**src/rtl/bpred_pkg.sv**
```systemverilog
// -----------------------------------------------------------------------------
// bpred_pkg -- shared definitions for the fetch-stage branch predictor / BTB.
//
// Contents:
//   clog2        constant function used to size the BTB index
//   CTR_SNT/WT/ST  saturating-counter encodings at the default counter width
//   ctr_max/ctr_wt width-generic forms of the all-ones / weakly-taken encodings
//   sat_inc/sat_dec  saturating next-state helpers for a counter of width w
//   btb_entry_t  entry layout at the default configuration (64/10/2)
//
// Counter helpers work on a CTR_MAX_W-bit container so one function serves
// every counter width up to CTR_MAX_W; callers cast in and out at their width.
// -----------------------------------------------------------------------------
package bpred_pkg;

  localparam int CTR_MAX_W  = 8;
  localparam int DEF_ADDR_W = 64;
  localparam int DEF_TAG_W  = 10;
  localparam int DEF_CTR_W  = 2;

  localparam logic [DEF_CTR_W-1:0] CTR_SNT = 2'b00;  // strongly not taken
  localparam logic [DEF_CTR_W-1:0] CTR_WT  = 2'b10;  // weakly taken
  localparam logic [DEF_CTR_W-1:0] CTR_ST  = 2'b11;  // strongly taken

  typedef struct packed {
    logic                  valid;
    logic [DEF_TAG_W-1:0]  tag;
    logic                  is_cond;
    logic [DEF_CTR_W-1:0]  ctr;
    logic [DEF_ADDR_W-1:0] target;
  } btb_entry_t;

  function automatic int clog2(input int n);
    int r;
    r = 0;
    while ((1 << r) < n) r = r + 1;
    return r;
  endfunction

  // All-ones value of a w-bit counter.
  function automatic logic [CTR_MAX_W-1:0] ctr_max(input int w);
    return CTR_MAX_W'((33'd1 << w) - 33'd1);
  endfunction

  // Weakly-taken value of a w-bit counter: MSB set, all other bits clear.
  function automatic logic [CTR_MAX_W-1:0] ctr_wt(input int w);
    return CTR_MAX_W'(33'd1 << (w - 1));
  endfunction

  function automatic logic [CTR_MAX_W-1:0] sat_inc(input logic [CTR_MAX_W-1:0] cur,
                                                   input int w);
    logic [CTR_MAX_W-1:0] mx;
    mx = ctr_max(w);
    return (cur >= mx) ? mx : cur + CTR_MAX_W'(1);
  endfunction

  function automatic logic [CTR_MAX_W-1:0] sat_dec(input logic [CTR_MAX_W-1:0] cur,
                                                   input int w);
    return (cur == '0) ? '0 : cur - CTR_MAX_W'(1);
  endfunction

endpackage

```
**src/rtl/bpred_sat_ctr.sv**
```systemverilog
// -----------------------------------------------------------------------------
// bpred_sat_ctr -- combinational next state of one CTR_W-bit saturating counter.
//
// Ports:
//   cur    in  CTR_W  current counter value
//   taken  in  1      1 = count up, 0 = count down
//   en     in  1      0 = hold cur
//   nxt    out CTR_W  next counter value (never wraps)
// -----------------------------------------------------------------------------
module bpred_sat_ctr
  import bpred_pkg::*;
#(
  parameter int CTR_W = 2
) (
  input  logic [CTR_W-1:0] cur,
  input  logic             taken,
  input  logic             en,
  output logic [CTR_W-1:0] nxt
);

  // NOTE: every variable written in always_comb gets a default first so that
  // no path leaves it unassigned, which would otherwise infer a latch.
  always_comb begin
    nxt = cur;
    if (en) begin
      if (taken) nxt = CTR_W'(sat_inc(CTR_MAX_W'(cur), CTR_W));
      else       nxt = CTR_W'(sat_dec(CTR_MAX_W'(cur), CTR_W));
    end
  end

endmodule

```
**src/rtl/bpred_btb.sv**
```systemverilog
// -----------------------------------------------------------------------------
// bpred_btb -- direct-mapped branch predictor + branch target buffer.
//
// Lookup (combinational, zero latency from registered state):
//   lk_pc in, lk_hit / lk_taken / lk_target out (taken/target are 0 on a miss)
// Update (applied at the rising edge when upd_valid=1):
//   upd_valid, upd_pc, upd_is_cond, upd_taken, upd_target in
// Status:
//   occupancy out  number of valid entries
// Clock/reset: clk rising edge, rst synchronous active-high.
//
// idx = pc[IDX_W+1:2], tag = pc[IDX_W+TAG_W+1:IDX_W+2]; pc[1:0] is ignored.
//
// Build option: define BPRED_BYPASS_EN to forward a same-cycle update to a
// lookup of the same index; undefined, the lookup sees the pre-update entry.
// -----------------------------------------------------------------------------
module bpred_btb
  import bpred_pkg::*;
#(
  parameter  int ADDR_W  = 64,
  parameter  int ENTRIES = 16,
  parameter  int TAG_W   = 10,
  parameter  int CTR_W   = 2,
  localparam int IDX_W   = clog2(ENTRIES)
) (
  input  logic              clk,
  input  logic              rst,
  input  logic [ADDR_W-1:0] lk_pc,
  output logic              lk_hit,
  output logic              lk_taken,
  output logic [ADDR_W-1:0] lk_target,
  input  logic              upd_valid,
  input  logic [ADDR_W-1:0] upd_pc,
  input  logic              upd_is_cond,
  input  logic              upd_taken,
  input  logic [ADDR_W-1:0] upd_target,
  output logic [IDX_W:0]    occupancy
);

  typedef struct packed {
    logic [TAG_W-1:0]  tag;
    logic              is_cond;
    logic [CTR_W-1:0]  ctr;
    logic [ADDR_W-1:0] target;
  } entry_t;

  localparam logic [CTR_W-1:0] CTR_INIT = CTR_W'(ctr_wt(CTR_W));

  entry_t             mem [ENTRIES];
  logic [ENTRIES-1:0] valid_q;
  logic [IDX_W:0]     occ_q;

  logic [IDX_W-1:0] lk_idx, upd_idx;
  logic [TAG_W-1:0] lk_tag, upd_tag;

  assign lk_idx  = lk_pc[IDX_W+1:2];
  assign lk_tag  = lk_pc[IDX_W+TAG_W+1:IDX_W+2];
  assign upd_idx = upd_pc[IDX_W+1:2];
  assign upd_tag = upd_pc[IDX_W+TAG_W+1:IDX_W+2];

  // Offset bits and any PC bits above the tag take no part in the lookup.
  logic unused_pc;
  assign unused_pc = ^{lk_pc, upd_pc};

  // ---------------------------------------------------------------- update --
  entry_t           upd_cur, upd_new;
  logic             upd_hit, wr_en, alloc_new;
  logic [CTR_W-1:0] ctr_nxt;

  assign upd_cur = mem[upd_idx];
  assign upd_hit = valid_q[upd_idx] && (upd_cur.tag == upd_tag);

  bpred_sat_ctr #(.CTR_W(CTR_W)) u_sat_ctr (
    .cur   (upd_cur.ctr),
    .taken (upd_taken),
    .en    (upd_hit && upd_cur.is_cond),
    .nxt   (ctr_nxt)
  );

  // Everything is gated by upd_valid so undriven upd_* fields never reach
  // state, and by rst so an update in the reset cycle is dropped.
  always_comb begin
    upd_new   = upd_cur;
    wr_en     = 1'b0;
    alloc_new = 1'b0;
    if (upd_valid && !rst) begin
      if (upd_hit) begin
        wr_en           = 1'b1;
        upd_new.is_cond = upd_is_cond;
        if (upd_cur.is_cond) begin
          upd_new.ctr = ctr_nxt;
          if (upd_taken) upd_new.target = upd_target;
        end else begin
          upd_new.target = upd_target;  // counter kept as-is for B/BL
        end
      end else if (upd_taken) begin
        wr_en           = 1'b1;
        alloc_new       = !valid_q[upd_idx];  // replacement does not count
        upd_new.tag     = upd_tag;
        upd_new.is_cond = upd_is_cond;
        upd_new.ctr     = CTR_INIT;
        upd_new.target  = upd_target;
      end
    end
  end

  // NOTE: sequential state is written with non-blocking assignments so every
  // register samples pre-edge values regardless of statement order.
  always_ff @(posedge clk) begin
    if (rst) begin
      valid_q <= '0;
      occ_q   <= '0;
    end else if (wr_en) begin
      valid_q[upd_idx] <= 1'b1;
      if (alloc_new) occ_q <= occ_q + (IDX_W+1)'(1);
    end
  end

  // NOTE: entry storage has no reset; the valid bits alone make stale
  // contents invisible, so the array can map onto plain RAM/flops.
  always_ff @(posedge clk) begin
    if (wr_en) mem[upd_idx] <= upd_new;
  end

  // ---------------------------------------------------------------- lookup --
  logic              lk_valid, lk_cond, lk_ctr_msb;
  logic [TAG_W-1:0]  lk_etag;
  logic [ADDR_W-1:0] lk_etgt;

  always_comb begin
    lk_valid   = valid_q[lk_idx];
    lk_etag    = mem[lk_idx].tag;
    lk_cond    = mem[lk_idx].is_cond;
    lk_ctr_msb = mem[lk_idx].ctr[CTR_W-1];
    lk_etgt    = mem[lk_idx].target;
`ifdef BPRED_BYPASS_EN
    if (wr_en && (upd_idx == lk_idx)) begin
      lk_valid   = 1'b1;
      lk_etag    = upd_new.tag;
      lk_cond    = upd_new.is_cond;
      lk_ctr_msb = upd_new.ctr[CTR_W-1];
      lk_etgt    = upd_new.target;
    end
`else
    // No forwarding: a same-cycle update to this index is seen next cycle.
`endif
  end

  assign lk_hit    = lk_valid && (lk_etag == lk_tag);
  assign lk_taken  = lk_hit && (!lk_cond || lk_ctr_msb);
  assign lk_target = lk_hit ? lk_etgt : '0;
  assign occupancy = occ_q;

endmodule

```
**config.mk**
```make
export PLATFORM = sky130hd
export DESIGN_NAME = bpred_btb
export DESIGN_NICKNAME = d
export VERILOG_FILES = /design/src/rtl/bpred_pkg.sv /design/src/rtl/bpred_sat_ctr.sv /design/src/rtl/bpred_btb.sv
export SDC_FILE = /design/constraint.sdc
export NUM_CORES = 2
export LEC_CHECK = 0
export BUFFER_PORTS_ARGS = -buffer_cell sky130_fd_sc_hd__clkbuf_2
export CAP_MARGIN = 20
export CORE_MARGIN = 1
export CORE_UTILIZATION = 35
export DETAILED_ROUTE_END_ITERATION = 16
export GPL_TIMING_DRIVEN = 0
export PLACE_DENSITY = 0.61
export REMOVE_ABC_BUFFERS = 1
export SYNTH_ARGS = -nofsm -noshare
export SYNTH_HDL_FRONTEND = slang
export SYNTH_SLANG_ARGS = --single-unit
```
**constraint.sdc**
```tcl
create_clock -name clk -period 13.8 [get_ports clk]
set_clock_uncertainty 0.15 [all_clocks]
set_input_delay 4.14 -clock clk [delete_from_list [all_inputs] [get_ports clk]]
set_output_delay 4.14 -clock clk [all_outputs]
set_load 0.02 [all_outputs]
```
======== Yosys cells after proc, flatten, opt, wreduce, memory -nomap -nowiden ========
Memory sizes are Yosys's and may differ from the RTL's.
Cells that the tools add are included.
cells by class
  eq/ne operators ......................... 2
  add/sub/neg operators ................... 3
  $lt $le $gt $ge ......................... 4
  bitwise logic cells ..................... 1
  mux-type cells .......................... 26
  reduce and logical (&&, ||, !) cells .... 12
operators with widths
  kind                                                                    number
  64-bit two-way mux                                                      3
  77-bit two-way mux                                                      2
  67-bit two-way mux                                                      1
  10-bit equality test                                                    2
  16-bit bitwise OR                                                       1
  1-bit two-way mux                                                       11
  4-bit by 5-bit < comparator with 1-bit output (second input constant)   2
  10-bit two-way mux                                                      1
  2-bit two-way mux                                                       5
  1-bit binary-select mux with 4-bit select                               2
  1-bit logical AND                                                       6
  5-bit by 1-bit adder with 5-bit output (second input constant)          1
  1-bit demux with 4-bit select                                           1
  4-bit by 1-bit >= comparator with 1-bit output (second input constant)  1
  1-bit logical NOT                                                       3
  2-bit by 1-bit adder with 2-bit output (second input constant)          1
  2-bit >= comparator (second input constant)                             1
  2-bit logical NOT                                                       1
  2-bit AND reduction                                                     1
  2-bit by 1-bit subtractor with 2-bit output (second input constant)     1
  1-bit logical OR                                                        1
word-level totals
  logic and storage cells ................. 51
  output and inout bits ................... 71
  bits in writable memories ............... 1232
  input port bits ......................... 197
  memories kept ........................... 1
  register bits ........................... 21
memories
  memory  depth  width  read ports  clocked after memory_dff  wr ports  line             source
  mem     16     77     2           0                         1         bpred_btb.sv:49  entry_t mem [ENTRIES];

======== Depth between registers and ports, before layout ========
  depth after elaboration ................. 8
  mapped depth ............................ 14

======== Modules after synthesis ========
Synthesis repeated with hierarchy kept, for this count alone.
unflattened totals
  cells, all modules ...................... 2589
  area total of the unflattened synthesis .. 57988.1 um^2
by module, submodules not included
  module         cells an instance  instances  area an instance (um^2)
  bpred_btb      2580               1          57925.6
  bpred_sat_ctr  9                  1          62.6

======== Worst setup path after synthesis ========
OpenSTA, ideal clock, no wires.
  path kind ............................... input port to flip-flop
  start point ............................. input upd_pc[2]
  end point ............................... memory mem[6][0] in the netlist's numbering (enable)
  required time ........................... 12.949 ns
  data arrival time ....................... 13.339 ns
  stages .................................. 9
  path slack .............................. -0.391 ns
  cell sequence ........................... buf_6 -> buf_6 -> mux4_2 -> mux2i_1 -> o2bb2ai_1 -> a2111oi_4 -> o2111a_2 -> a21oi_1 -> nor4_1
on the way
  word-level cells in the longest chain between the ends .. 7
  elaborated cells on any way between the ends .. 9
  classes of those cells .................. eq/ne (1); mux (6); reduce/logical (1); memory (1)
ends and longest elaborated chain
  what                                                                                  line              source
  start: declaration                                                                    bpred_btb.sv:33   input logic [ADDR_W-1:0] upd_pc,
  memory read 16 x 77 bit or 1-bit binary-select mux with 4-bit select (tied branches)  n/a
  10-bit equality test or 1-bit two-way mux (tied branches)                             bpred_btb.sv:71   assign upd_hit = valid_q[upd_idx] && (upd_cur.tag == upd_tag);
  1-bit logical AND                                                                     bpred_btb.sv:71
  1-bit two-way mux                                                                     bpred_btb.sv:87   if (upd_hit) begin
  1-bit two-way mux                                                                     bpred_btb.sv:86   if (upd_valid && !rst) begin
  1-bit two-way mux                                                                     bpred_btb.sv:122  if (wr_en) mem[upd_idx] <= upd_new;
  1-bit two-way mux (implied by the code)                                               bpred_btb.sv:122
  end: declaration                                                                      bpred_btb.sv:49
Parallel ways exist; a longest one is shown, timed or not. The select of a mux whose other input is x is not followed.

======== Final worst setup path ========
  start point ............................. input lk_pc[3]
  end point ............................... output lk_target[52]
on the way
  word-level cells in the longest chain between the ends .. 4
  elaborated cells on any way between the ends .. 6
  classes of those cells .................. eq/ne (1); mux (3); reduce/logical (1); memory (1)
ends and longest elaborated chain
  what                                                                                  line                                source
  start: declaration                                                                    bpred_btb.sv:28                     input logic [ADDR_W-1:0] lk_pc,
  memory read 16 x 77 bit or 1-bit binary-select mux with 4-bit select (tied branches)  n/a
  10-bit equality test or 1-bit two-way mux (tied branches)                             bpred_btb.sv:149, bpred_btb.sv:131
  1-bit logical AND                                                                     bpred_btb.sv:149                    assign lk_hit = lk_valid && (lk_etag == lk_tag);
  64-bit two-way mux *                                                                  bpred_btb.sv:151                    assign lk_target = lk_hit ? lk_etgt : '0;
  end: declaration                                                                      bpred_btb.sv:31                     output logic [ADDR_W-1:0] lk_target,
Mark *: on every way between the ends. The rest lies on a longest branch, timed or not. The select of a mux whose other input is x is not followed.

==> impl_metrics.csv <==
group,metric,value,unit
detailed_routing,routed_via_density,5.95,
detailed_routing,drc_errors,0,
logic_synthesis,synth.most_common_cell,"edfxtp_1",
layout,fillerInstances,15000,
power_and_ir_drop,p_sw_share,23.3,%
sta,holdWs,0.337,ns
global_route,antenna_found_initial,23,
power_and_ir_drop,powerDensity,122,nW/um^2
global_route,grt_overflow,0,
floorplanning,start_util,35.3,%
floorplanning,rows,152,
floorplanning,core_area,172000,um^2
power_and_ir_drop,pwr-share-seq,49.7,%
placement,gp_congestion,0.754,
logic_synthesis,yosys-top-cells-area,"edfxtp_1 61%, mux4_2 28%, nor2b_1 1.4%",
cts,cts_buffer_depth,3,
logic_synthesis,syn_area_per_cell,19.4,um^2
logic_synthesis,ys_ff_latch,1253,
sta,tns,0,ns
logic_synthesis,synth.top_cells.by_count,"1232 x edfxtp_1, 752 x mux4_2, 163 x clkbuf_1",
detailed_routing,first_pass_iters,6,
detailed_routing,drtAntennaViolNets,0,
detailed_routing,vias,34700,
cts,cts.repair.resized,0,
logic_synthesis,synth_area,60800,um^2
cts,clk_latency,0.78,ns
logic_synthesis,synth_cell_types,53,
logic_synthesis,synth_top_area_share,60.8,%
placement,placed_cell_area,66800,um^2
power_and_ir_drop,p_sw,2020,uW
detailed_routing,highest_layer,"met5",
sta,tightest_slew,1.17,ns
global_route,grt_max_degree,117,
worst_setup_path,end_kind,"primary output",
logic_synthesis,ys_seq_area_share,61.5,%
logic_synthesis,netlist.top_cell.by_area,"edfxtp_1",
cts,path_clk_slew,0.06,ns
power_and_ir_drop,vdd_drop_max,0.112,mV
power_and_ir_drop,p_comb_share,9.9,%
sta,setup_ws,0.311,ns
floorplanning,fp.dieArea,175000,um^2
sta,final-hold-violation-count,0,
worst_setup_path,cp_data_arrival_time,9.20,ns
cts,cts-htree-levels,4,
logic_synthesis,ys_warn_count,0,
power_and_ir_drop,p_clk_share,40.4,%
floorplanning,die_x,419,um
layout,seq_area,37400,um^2
floorplanning,die_h,419,um
worst_setup_path,required,9.51,ns
cts,clock_tree.root_cell,"clkbuf_16",
hold_path,hp-class,"reg2reg",
worst_setup_path,start_kind,"input pin",
cts,cts_setup_buffers,0,
power_and_ir_drop,p_total,8680,uW
sta,finalCritPeriodShare,97.7,%
power_and_ir_drop,internal_power,6660,uW
detailed_routing,wl_met2,92500,um
logic_synthesis,synth_edf_count,1232,
status,status,"completed",
detailed_routing,wl_met1,68100,um
layout,finalNetCount,3601,
logic_synthesis,async_reset_ff_share,0,%
layout,finish.instance_area,71300,um^2
global_route,grt_pass1_vias,35300,
detailed_routing,wl_met3,13700,um
sta,period_needed,13.49,ns
cts,cts_made_buffers,136,
global_route,grt_pass1_wl,258000,um
sta,slew_violations,0,
sta,fmax,74.1,MHz
sta,maxSlewHeadroom,21.3,%
cts,cts_hold_buf,0,
global_route,grt_usage,20.6,%
cts,cts_tree,"built",
detailed_routing,totalWireLength,180000,um
layout,area_growth,17.2,%
detailed_routing,wl_per_cell,30.9,um
flow_run,maxCapViolCount,0,
layout,multi_input_area,22300,um^2
power_and_ir_drop,p_leak,0.0224,uW
worst_setup_path,worstPathMaxFanout,73,
logic_synthesis,synthCells,3133,
cts,cts_sinks,1253,
worst_setup_path,path_class,"in2out",
floorplanning,ios,268,
sta,rsz0062_at_grt,"false",
placement,dp_worst_setup_slack,0.248,ns
layout,drive_gt1_share,39.7,%
placement,detailed_place_hpwl,111000,um
logic_synthesis,synth_top_flop_cell,"edfxtp_1",
detailed_routing,initialDrtViolationCount,3529,
placement,portBuffers,167,
sta,setup_viol,0,
[logic make-up after synthesis]
kind of cell               Yosys count  synth area share, %
DFF                               1253                 61.5
AOI/OAI and AO/OA                  264                 3.11
buffers and inverters              301                 2.15
and+or+nand+nor                    483                 4.06
xor gates and xnor gates            30                0.432
muxes                              800                 28.7
adders and majority gates            2               0.0370
[worst max-delay path: stages]
cell,delay (ns)
clkbuf_8,0.37
buf_16,0.39
buf_16,0.39
mux4_2,0.42
mux4_2,0.50
xnor2_1,0.15
nand4_1,0.20
nor4_1,0.54
nand4_1,0.33
buf_8,0.26
buf_8,0.17
buf_8,0.17
buf_8,0.16
buf_8,0.15
nor2b_1,0.36
clkbuf_2,0.25
[routing by layer]
layer	global-route usage, %	up-vias
met1	26.0	18600
met5	0	-
met3	4.50	363
met2	35.1	1597
met4	6.87	22
li1	-	14000
[power by group through the flow]
stage / registers (uW) / logic [uW] / clock network, uW
3_5_place_dp: 4400 / 844 / 0
2_1_floorplan: 4390 / 468 / 0
3_3_place_gp: 4410 / 1020 / 0
6_report: 4310 / 861 / 3500
4_1_cts: 4320 / 845 / 3570
5_1_grt: 4310 / 916 / 3700
[path summary, 6_finish.rpt]
check	depth (start not counted)	end	slack, ns	from
setup / recovery	16	lk_target[52]	0.31	lk_pc[3]
hold / removal	2	valid_q[13]$_SDFFE_PP0P_	0.34	valid_q[13]$_SDFFE_PP0P_
setup reg to reg	11	mem[10][22]$_DFFE_PP_	8.82	mem[9][76]$_DFFE_PP_
hold reg to reg	2	valid_q[13]$_SDFFE_PP0P_	0.34	valid_q[13]$_SDFFE_PP0P_
[layout make-up]
| type | count | area share (%) |
|---|---|---|
| Timing Repair Buffer | 403 | 6.13 |
| Multi-Input combinational cell | 1579 | 31.3 |
| Inverter | 30 | 0.169 |
| Tap cell | 2310 | 4.05 |
| Sequential cell | 1253 | 52.5 |
| Clock inverter | 66 | 0.734 |
| Clock buffer | 175 | 5.14 |
| Antenna cell | 9 | 0.0316 |
[metrics by stage]
step	utilization [%]	std cells
finish	41.4	5825
global route	41.4	5824
CTS	41.3	5786
detailed placement	38.8	5545
global placement	36.8	5339
floorplan	-	2862
[placed cells by master (no fill, tap or decap), types with 7 or more instances in the layout]
cell	synthesis	layout
clkbuf_1	163	32
clkbuf_8	0	11
mux2_4	7	7
buf_12	0	41
inv_1	29	29
buf_16	0	37
nor3_2	0	7
buf_4	6	57
o32ai_1	10	10
buf_6	11	86
buf_8	0	15
dfxtp_1	21	21
nor2_4	0	8
clkbuf_2	0	158
mux4_2	752	752
nand2b_1	8	7
clkinv_2	0	21
and3_1	66	66
nor2_1	86	78
xnor2_1	21	21
o211ai_1	67	67
mux2i_1	35	34
a211oi_1	65	65
diode_2	0	9
xor2_1	9	9
o21ai_0	72	72
clkinv_1	0	21
nand2_1	100	98
clkbuf_16	0	140
nand3_1	66	66
edfxtp_1	1232	1232
inv_6	0	9
nor2b_1	132	131
o22ai_1	11	11
[registers in the layout (all words and copies together), names as in the netlist]
signal     cells
valid_q       16
occupancy      5
mem         1232
(Power assumes the default switching activity.)
